## config.mk

```make
export PLATFORM = sky130hd
export DESIGN_NAME = pack_rq0_stream
export DESIGN_NICKNAME = d
export VERILOG_FILES = /design/src/rtl/pack_rq0_stream.sv
export SDC_FILE = /design/constraint.sdc
export NUM_CORES = 1
export LEC_CHECK = 0
export CAP_MARGIN = 20
export CORE_ASPECT_RATIO = 0.6
export CORE_UTILIZATION = 30
export CTS_BUF_LIST = sky130_fd_sc_hd__clkbuf_16
export CTS_CLUSTER_DIAMETER = 50
export DETAILED_ROUTE_END_ITERATION = 8
export PLACE_DENSITY_LB_ADDON = 0.08
export SYNTH_ARGS = -nofsm -noshare
export SYNTH_HDL_FRONTEND = slang
export SYNTH_SLANG_ARGS = --single-unit
```

## constraint.sdc

```tcl
create_clock -name clk -period 7.2 [get_ports clk]
set_clock_uncertainty 0.2 [all_clocks]
set_input_delay 1.44 -clock clk [delete_from_list [all_inputs] [get_ports clk]]
set_output_delay 1.44 -clock clk [all_outputs]
set_load 0.05 [all_outputs]
```

## src/rtl/pack_rq0_stream.sv

```systemverilog
// pack_rq0_stream: packs N_COEF Q_BITS-bit coefficients into a little-endian byte stream.
// Coefficients are appended above the valid fill bits; bytes leave from the bottom.
module pack_rq0_stream #(
  parameter int N_COEF = 700,
  parameter int Q_BITS = 13,
  parameter int IN_W   = 16
) (
  input  logic            clk,
  input  logic            rst_n,
  input  logic            start,
  input  logic [IN_W-1:0] coef_in,
  input  logic            coef_valid,
  output logic            coef_ready,
  output logic [7:0]      byte_out,
  output logic            byte_valid,
  input  logic            byte_ready,
  output logic            busy,
  output logic            done
);
  localparam int OUT_BYTES = (N_COEF * Q_BITS + 7) / 8;
  localparam int ACC_W     = Q_BITS + 8;
  localparam int FW        = $clog2(ACC_W + 1);
  localparam int CW        = $clog2(N_COEF + 1);
  localparam int BW        = $clog2(OUT_BYTES + 1);
  typedef enum logic [1:0] {IDLE, RUN, FLUSH, DONE} state_t;
  state_t           state_q, state_d;
  logic [ACC_W-1:0] acc_q, acc_d, acc_sh;
  logic [FW-1:0]    fill_q, fill_d, fill_rem, dec;
  logic [CW-1:0]    coef_cnt_q, coef_cnt_d;
  logic [BW-1:0]    byte_cnt_q, byte_cnt_d;
  logic             coef_x, byte_x, last, go, unused_hi;
  always_comb begin
    unused_hi  = ^coef_in[IN_W-1:Q_BITS];
    coef_ready = state_q == RUN && fill_q < FW'(8) && coef_cnt_q < CW'(N_COEF);
    byte_valid = fill_q >= FW'(8) || (state_q == FLUSH && fill_q != '0);
    byte_out   = acc_q[7:0];
    busy       = state_q == RUN || state_q == FLUSH;
    done       = state_q == DONE;
    coef_x     = coef_valid && coef_ready;
    byte_x     = byte_valid && byte_ready;
    last       = byte_x && byte_cnt_q == BW'(OUT_BYTES - 1);
    go         = state_q == IDLE && start;
    dec        = fill_q >= FW'(8) ? FW'(8) : fill_q;
    fill_rem   = byte_x ? fill_q - dec : fill_q;
    acc_sh     = byte_x ? acc_q >> 8 : acc_q;
    // new bits land just above whatever survives this cycle's byte shift
    acc_d      = go ? '0 : coef_x ? acc_sh | (ACC_W'(coef_in[Q_BITS-1:0]) << fill_rem) : acc_sh;
    fill_d     = go ? '0 : coef_x ? fill_rem + FW'(Q_BITS) : fill_rem;
    coef_cnt_d = go ? '0 : coef_cnt_q + CW'(coef_x);
    byte_cnt_d = go ? '0 : byte_cnt_q + BW'(byte_x);
    state_d    = state_q;
    case (state_q)
      IDLE:    state_d = start ? RUN : IDLE;
      RUN:     state_d = last ? DONE : coef_cnt_q == CW'(N_COEF) ? FLUSH : RUN;
      FLUSH:   state_d = last ? DONE : FLUSH;
      default: state_d = IDLE;
    endcase
  end
  always_ff @(posedge clk or negedge rst_n) begin
    if (!rst_n) begin
      state_q    <= IDLE;
      acc_q      <= '0;
      fill_q     <= '0;
      coef_cnt_q <= '0;
      byte_cnt_q <= '0;
    end else begin
      state_q    <= state_d;
      acc_q      <= acc_d;
      fill_q     <= fill_d;
      coef_cnt_q <= coef_cnt_d;
      byte_cnt_q <= byte_cnt_d;
    end
  end
endmodule

```

; Yosys cells after proc, flatten, opt, wreduce, memory -nomap -nowiden
; Cells that the tools add are included.
[word_totals]
regBits = 49
latch_bits = 0
mem_bits_rw = 0
rom_bits = 0
in_bits = 21
mem_count = 0
[op_classes]
addsub = 4
n_mul = 0
div = 0
magnitude_cmp = 3
eq_ne = 5
shift = 1
muxes = 14
n_bitwise = 1
n_reduce_logical = 11
[op_table]
columns = cell, n
row1 = $mux 21, 3
row2 = $or 21x21->21, 1
row3 = $shl 13x5->21, 1
row4 = $mux 5, 4
row5 = $add 11x1->11, 1
row6 = $eq 11x11->1 const B, 1
row7 = $mux 11, 1
row8 = $add 10x1->10, 1
row9 = $eq 10x10->1 const B, 1
row10 = $lt 10x10->1 const B, 1
row11 = $mux 10, 1
row12 = $logic_and 1x1->1, 7
row13 = $pmux 2 s3, 1
row14 = $add 5x4->5 const B, 1
row15 = $ge 5x4->1 const B, 1
row16 = $lt 5x4->1 const B, 1
row17 = $reduce_bool 5->1, 1
row18 = $sub 5x5->5, 1
row19 = $eq 2x2->1 const B, 2
row20 = $mux 2, 2
row21 = $eq 2x1->1 const B, 1
row22 = $logic_not 2->1, 1
row23 = $logic_or 1x1->1, 2
row24 = $mux 1, 2

; Depth between registers and ports, before layout
; Gate-level depths: netlist of run 1.
[logic_depth]
depth_word = 9
depth_mapped = 15

; Worst setup path after synthesis of run 1
; Ideal clock, no wire load.
[synth_path]
kind = input port to flip-flop
start = input port byte_ready
end = register byte_cnt_q[10]
setup_time_ns = 0.132
arrival_ns = 2.963
path_slack_ns = 3.905
stages = 12
path_buffers = 2
cell_sequence = buf_6 a21oi_2 buf_2 inv_2 ha_1 ha_1 and3_1 nand2_1 nor2_1 nand3_1 xor2_1 nor2_1
[synth_between]
elab_chain_len = 3
[synth_rtl]
columns = element, line_no
row1 = start: declaration, 16  ; input logic byte_ready,
row2 = $logic_and 1x1->1, 40  ; byte_x = byte_valid && byte_ready;
row3 = $add 11x1->11, 50  ; byte_cnt_d = go ? '0 : byte_cnt_q + BW'(byte_x);
row4 = $mux 11, 50
row5 = via byte_cnt_d[10], 30  ; logic [BW-1:0] byte_cnt_q, byte_cnt_d;
row6 = end signal: assignment, 71  ; byte_cnt_q <= byte_cnt_d;
row7 = end: declaration, 30
; The timed path passes the listed nets, and every way through them passes these cells.

; Final worst setup path of run 1
; Ends and elaborated chain as after synthesis.

==> results of run 1 <==
==> worst paths after layout <==
kind	slack, ns	start	to
worst max-delay path	2.88	byte_ready	byte_cnt_q[10]
worst min-delay path	0.28	acc_q[15]	acc_q[15]
worst max register to register	3.95	state_q[0]	byte_cnt_q[10]
worst min register to register	0.28	acc_q[15]	acc_q[15]
max in group asynchronous	5.30	rst_n	state_q[1]
min in group asynchronous	1.06	rst_n	acc_q[3]
==> per-stage QoR <==
stage	setup slack, ns	hold WS [ns]
2_1_floorplan	3.91	0.248
3_3_place_gp	2.58	0.276
3_5_place_dp	2.58	0.271
5_1_grt	2.72	0.334
6_report	2.88	0.282
4_1_cts	2.90	0.288
==> kinds of logic after synthesis <==
kind of cell             synth area share
AO/OA/AOI/OAI                       0.167
adder cells (fa/ha/maj)            0.0416
other                             0.00227
multiplexers                        0.107
XOR/XNOR                           0.0503
buffers and inverters              0.0635
flip-flops                          0.370
AND/OR/NAND/NOR                     0.198
==> area by class of cell <==
class,count,area [sq um],area share
multi-input cells,272,1870,0.498
flip-flops and latches,49,1230,0.326
repair buffers,32,308,0.0818
well taps,139,174,0.0462
clock buffers,5,125,0.0332
inverters,9,36.3,0.00964
clock inverters,3,21.3,0.00565
==> sequential cells by signal (all words and copies together) (netlist names) <==
name        count
state_q         2
byte_cnt_q     11
acc_q          21
fill_q          5
coef_cnt_q     10
==> placed cells by master, fill, tap and decap left out, drive strengths merged, types with 7 or more instances in the layout <==
cell type      count
a21oi             16
inv               10
clkdlybuf4s50     28
nand2             44
mux2i             25
ha                11
xnor2             10
o22ai              7
and2              10
nand3             15
dfrtp             49
nor2              35
o21ai             13
xor2               9
==> worst max-delay path: cells and delay by family <==
kind | cells | cell delay, ns
xor gates and xnor gates | 1 | 0.14
AOI/OAI and AO/OA | 2 | 0.34
and+or+nand+nor | 5 | 0.61
buffers and inverters | 3 | 1.30
adders and majority gates | 2 | 0.43
==> power by group through the flow <==
stage / combinational [W] / sequential (W) / clock [W]
final: 0.0000352 / 0.000275 / 0.000245
after global routing: 0.0000391 / 0.000275 / 0.000267
after global placement: 0.0000353 / 0.000280 / 0
after floorplan: 0.0000122 / 0.000280 / 0
after detailed placement: 0.0000349 / 0.000280 / 0
after CTS: 0.0000350 / 0.000275 / 0.000253
==> metal layers <==
metal  share of wire  global-route usage
met5               0                   0
met4          0.0070              0.0410
met3           0.071              0.0403
met2            0.33               0.184
met1            0.59               0.308
==> flow_metrics.env, run 1 <==
export IMPL_status="completed"
export IMPL_grt_overflow=0
export IMPL_path_max_fanout=21
export IMPL_ant_nets=0
export IMPL_dp_cells=501
export IMPL_rows=29
export IMPL_core_area_sq_mm=0.0107
export IMPL_grt_pass1_vias=2525
export IMPL_post_cts_resized=0
export IMPL_grt_pass1_wl_mm=14.9
export IMPL_worst_r2r_cell_count=14
export IMPL_critPathKind="in2reg"
export IMPL_place_area_sq_mm=0.00362
export IMPL_yosys_area_top_type="dfrtp_1"
export IMPL_start_kind="input pin"
export IMPL_cpMaxStageDelayCell="clkdlybuf4s50_1"
export IMPL_p_sw_w=0.000136
export IMPL_synth_flop_cell="dfrtp_1"
export IMPL_cp_required_ns=7.16
export IMPL_maxCapViolations=0
export IMPL_cts_reportedPaths_clkPinSlew_ns=0.07
export IMPL_synthTopCellsByArea="dfrtp_1 37%, mux2i_1 7.6%, nand2_1 4.8%, ha_1 4.2%, nor2_1 4.0%"
export IMPL_area_delta_synth_final_pct=13.7
export IMPL_post_cts_buffers=0
export IMPL_avgRoutedWirePerCell_um=17.7
export IMPL_clkLatencyLatePin_ns=0.30
export IMPL_track_usage=0.172
export IMPL_fin_cells=509
export IMPL_rsz0062_at_grt="no"
export IMPL_synth_distinct_cells=66
export IMPL_clockRootBuffer="clkbuf_16"
export IMPL_cts_buffer_depth=2
export IMPL_netlist_area_leader_share=0.370
export IMPL_synth_most_common_cell="dfrtp_1"
export IMPL_drv_slew=0
export IMPL_diodes=0
export IMPL_power_density_mw_per_mm2=147
export IMPL_cts_sinks=49
export IMPL_numPortBuffers=29
export IMPL_min_path_type="reg2reg"
export IMPL_peakVddDrop_mv=0.0721
export IMPL_initialDrtViolationCount=167
export IMPL_die_x_um=138
export IMPL_synth_avg_cell_area_sq_um=9.33
export IMPL_critPathCaptureType="flop"
export IMPL_ys_warnings_count=0
export IMPL_syn_area_sq_mm=0.00331
export IMPL_design_area_sq_mm=0.00376
export IMPL_die_area_sq_mm=0.0115
export IMPL_tightest_slew_ns=0.838
export IMPL_final_util=0.353
export IMPL_drive_above_1_share=0.0892
export IMPL_ys_ff_latch=49
export IMPL_p_int_w=0.000419
export IMPL_drt_total_wl_mm=9.02
export IMPL_drc_errors=0
export IMPL_max_stage_delay_ns=0.83
export IMPL_die_y_um=83.4
export IMPL_fin_tns_setup_ns=0
export IMPL_antenna_found_initial=0
export IMPL_routabilityCongestion=0.824
export IMPL_holdPathStages=2
export IMPL_p_comb_frac=0.064
export IMPL_hold_violations=0
export IMPL_numCtsBuffers=5
export IMPL_pwr_share_clk=0.441
export IMPL_netlist_instances=355
export IMPL_yosysSeqAreaShare=0.370
export IMPL_grt_start_max_net_pins=50
export IMPL_tritoncts="done"
export IMPL_p_seq_frac=0.496
export IMPL_synth_fp_nets=387
export IMPL_async_reset_ff_frac=1.00
export IMPL_ios=33
export IMPL_nNetsFinal=401
export IMPL_vias=2661
export IMPL_slew_headroom=0.442
export IMPL_cts_hold_buf=0
export IMPL_cts_max_level=2
export IMPL_drtPass1Iterations=5
export IMPL_fillers=1088
export IMPL_dp_hpwl_mm=6.57
export IMPL_via_per_inst=5.23
export IMPL_setup_viol=0
export IMPL_ys_top_cells_by_count="49 x dfrtp_1, 42 x nand2_1, 35 x nor2_1, 25 x mux2i_1, 15 x a21oi_1"
export IMPL_cp_cell_sequence="clkdlybuf4s50_1, o311a_1, a21oi_2, buf_4, inv_2, ha_1, ha_1, and3_1, nand2_1, nor2_1, nand3_1, xor2_1, nor2_1"
export IMPL_sw_frac_of_total=0.245
export IMPL_synth_edf_count=0
export IMPL_post_route_period_util=0.599
export IMPL_fmax_mhz=232
export IMPL_initial_core_util=0.310
export IMPL_cp_arrival_ns=4.28
export IMPL_p_leak_nw=1.66
export IMPL_total_power_w=0.000555
export IMPL_fin_crit_ns=4.32
(Power assumes the default switching activity.)
==> inputs of run 2 (changes only) <==
- clock period: 7.2 -> 4.3 ns (I/O delays scaled with it)
==> run 2 against run 1 <==
  * Worst hold slack better by 0.0098 ns
  * Core utilization rose by 0.32 points
  * Largest power group unchanged
  * Sequential share of layout area fell by 0.29 points
  * Highest routed layer unchanged
  * Largest cell class unchanged
  * Routed wire length is 2.1% lower
  * Register-to-register slack worse by 2.6 ns
==> flow_metrics.env, run 2 (synthesized netlist as in run 1, its figures left out) <==
export IMPL_status="completed"
export IMPL_numCtsBuffers=5
export IMPL_clockRootBuffer="clkbuf_16"
export IMPL_cp_required_ns=3.24
export IMPL_grtUsageMet3=0.0330
export IMPL_via_per_inst=5.14
export IMPL_dp_hpwl_mm=6.55
export IMPL_grt_start_max_net_pins=41
export IMPL_die_y_um=83.4
export IMPL_p_seq_frac=0.506
export IMPL_antenna_found_initial=0
export IMPL_area_delta_synth_final_pct=14.7
export IMPL_tritoncts="done"
export IMPL_ios=33
export IMPL_diodes=0
export IMPL_cts_reportedPaths_clkPinSlew_ns=0.06
export IMPL_fmax_mhz=296
export IMPL_drc_errors=0
export IMPL_initialDrtViolationCount=281
export IMPL_die_x_um=138
export IMPL_power_density_mw_per_mm2=240
export IMPL_p_int_w=0.000700
export IMPL_grt_pass1_wl_mm=14.6
export IMPL_grt_pass1_vias=2509
export IMPL_grt_overflow=0
export IMPL_p_sw_w=0.000210
export IMPL_fillers=1113
export IMPL_start_kind="flop"
export IMPL_final_common_cell="dfrtp_1"
export IMPL_cts_buffer_depth=2
export IMPL_rows=29
export IMPL_post_route_period_util=0.785
export IMPL_die_area_sq_mm=0.0115
export IMPL_drv_slew=0
export IMPL_slew_headroom=0.568
export IMPL_globalRoute_busiestLayer="met1"
export IMPL_sw_frac_of_total=0.231
export IMPL_track_usage=0.169
export IMPL_vias=2640
export IMPL_maxCapViolations=0
export IMPL_setup_viol=0
export IMPL_core_area_sq_mm=0.0107
export IMPL_routabilityCongestion=0.845
export IMPL_min_path_type="reg2reg"
export IMPL_fin_tns_setup_ns=0
export IMPL_largest_reg_flops=21
export IMPL_pwr_share_clk=0.428
export IMPL_fin_cells=514
export IMPL_use_met2=0.184
export IMPL_final_util=0.356
export IMPL_post_cts_resized=0
export IMPL_largestRegisters="acc_q x21, byte_cnt_q x11, coef_cnt_q x10"
export IMPL_fin_crit_ns=3.37
export IMPL_initial_core_util=0.310
export IMPL_peakVddDrop_mv=0.148
export IMPL_ant_nets=0
export IMPL_hold_violations=0
export IMPL_dp_cells=506
export IMPL_drive_above_1_share=0.0987
export IMPL_critPathCaptureType="output pin"
export IMPL_numPortBuffers=29
export IMPL_avgRoutedWirePerCell_um=17.2
export IMPL_cp_arrival_ns=2.31
export IMPL_cts_sinks=49
export IMPL_drtPass1Iterations=4
export IMPL_holdWs_ns=0.292
export IMPL_mostFrequentLayoutCells="49 x dfrtp_1, 42 x nand2_1, 35 x nor2_1"
export IMPL_use_met1=0.304
export IMPL_p_leak_nw=1.69
export IMPL_post_cts_buffers=0
export IMPL_tightest_slew_ns=0.649
export IMPL_reg2reg_slack_ns=1.31
export IMPL_cts_hold_buf=0
export IMPL_multi_input_area_sq_mm=0.00187
export IMPL_critPathKind="reg2out"
export IMPL_nNetsFinal=406
export IMPL_clkLatencyLatePin_ns=0.29
export IMPL_p_comb_frac=0.066
export IMPL_drt_total_wl_mm=8.83
export IMPL_path_max_fanout=16
export IMPL_rsz0062_at_grt="no"
export IMPL_cts_max_level=2
export IMPL_regMostFlops="acc_q"
export IMPL_seqCellArea_sq_mm=0.00123
-- run 2: cell count changes in the layout (fill, tap and decap cells not counted), sizes merged --
cell / previous run / this run
clkinvlp: 1 / 0
buf: 4 / 9
inv: 10 / 11
-- run 2: power by group through the flow --
stage	Combinational, W	Sequential (W)	Clock [W]
floorplan	0.0000204	0.000470	0
global placement	0.0000599	0.000470	0
detailed placement	0.0000592	0.000470	0
CTS	0.0000594	0.000460	0.000400
global route	0.0000663	0.000460	0.000424
finish	0.0000600	0.000461	0.000390
-- run 2: path summary, 6_finish.rpt --
path | startpoint | end | cells after the start
worst min-delay path | acc_q[15] | acc_q[15] | 2
worst max-delay path | fill_q[3] | coef_ready | 5
worst min register to register | acc_q[15] | acc_q[15] | 2
max in group asynchronous | rst_n | acc_q[12] | 2
min in group asynchronous | rst_n | acc_q[1] | 1
worst max register to register | state_q[0] | byte_cnt_q[10] | 13
-- run 2: cell type report --
cell class,count,share of cell area
clock buffer,5,0.0329
tap,139,0.0458
clock inverter,3,0.00461
timing repair buffer,37,0.0909
multi-input combinational,272,0.493
sequential,49,0.323
inverter,9,0.00955
-- run 2: layer usage --
metal | vias to the layer above | wire length [um]
met4 | 0 | 61
met3 | 6 | 647
li1 | 1301 | -
met1 | 1255 | 5170
met2 | 78 | 2950
met5 | - | 0
-- run 2: through the flow --
stage | worst slack [ns] | total power (W) | instance area (sq um)
floorplan | 1.59 | 0.000490 | 3310
global placement | 0.720 | 0.000529 | 3660
detailed placement | 0.740 | 0.000529 | 3660
CTS | 0.931 | 0.000920 | 3800
global route | 0.726 | 0.000951 | 3800
finish | 0.927 | 0.000910 | 3800
-- run 2: critical path, stage by stage, from the launching register on --
cell,delay (ns)
dfrtp_1,0.36
buf_4,0.19
nor2_1,0.25
and2_1,0.24
and3_1,0.18
clkdlybuf4s50_1,0.81
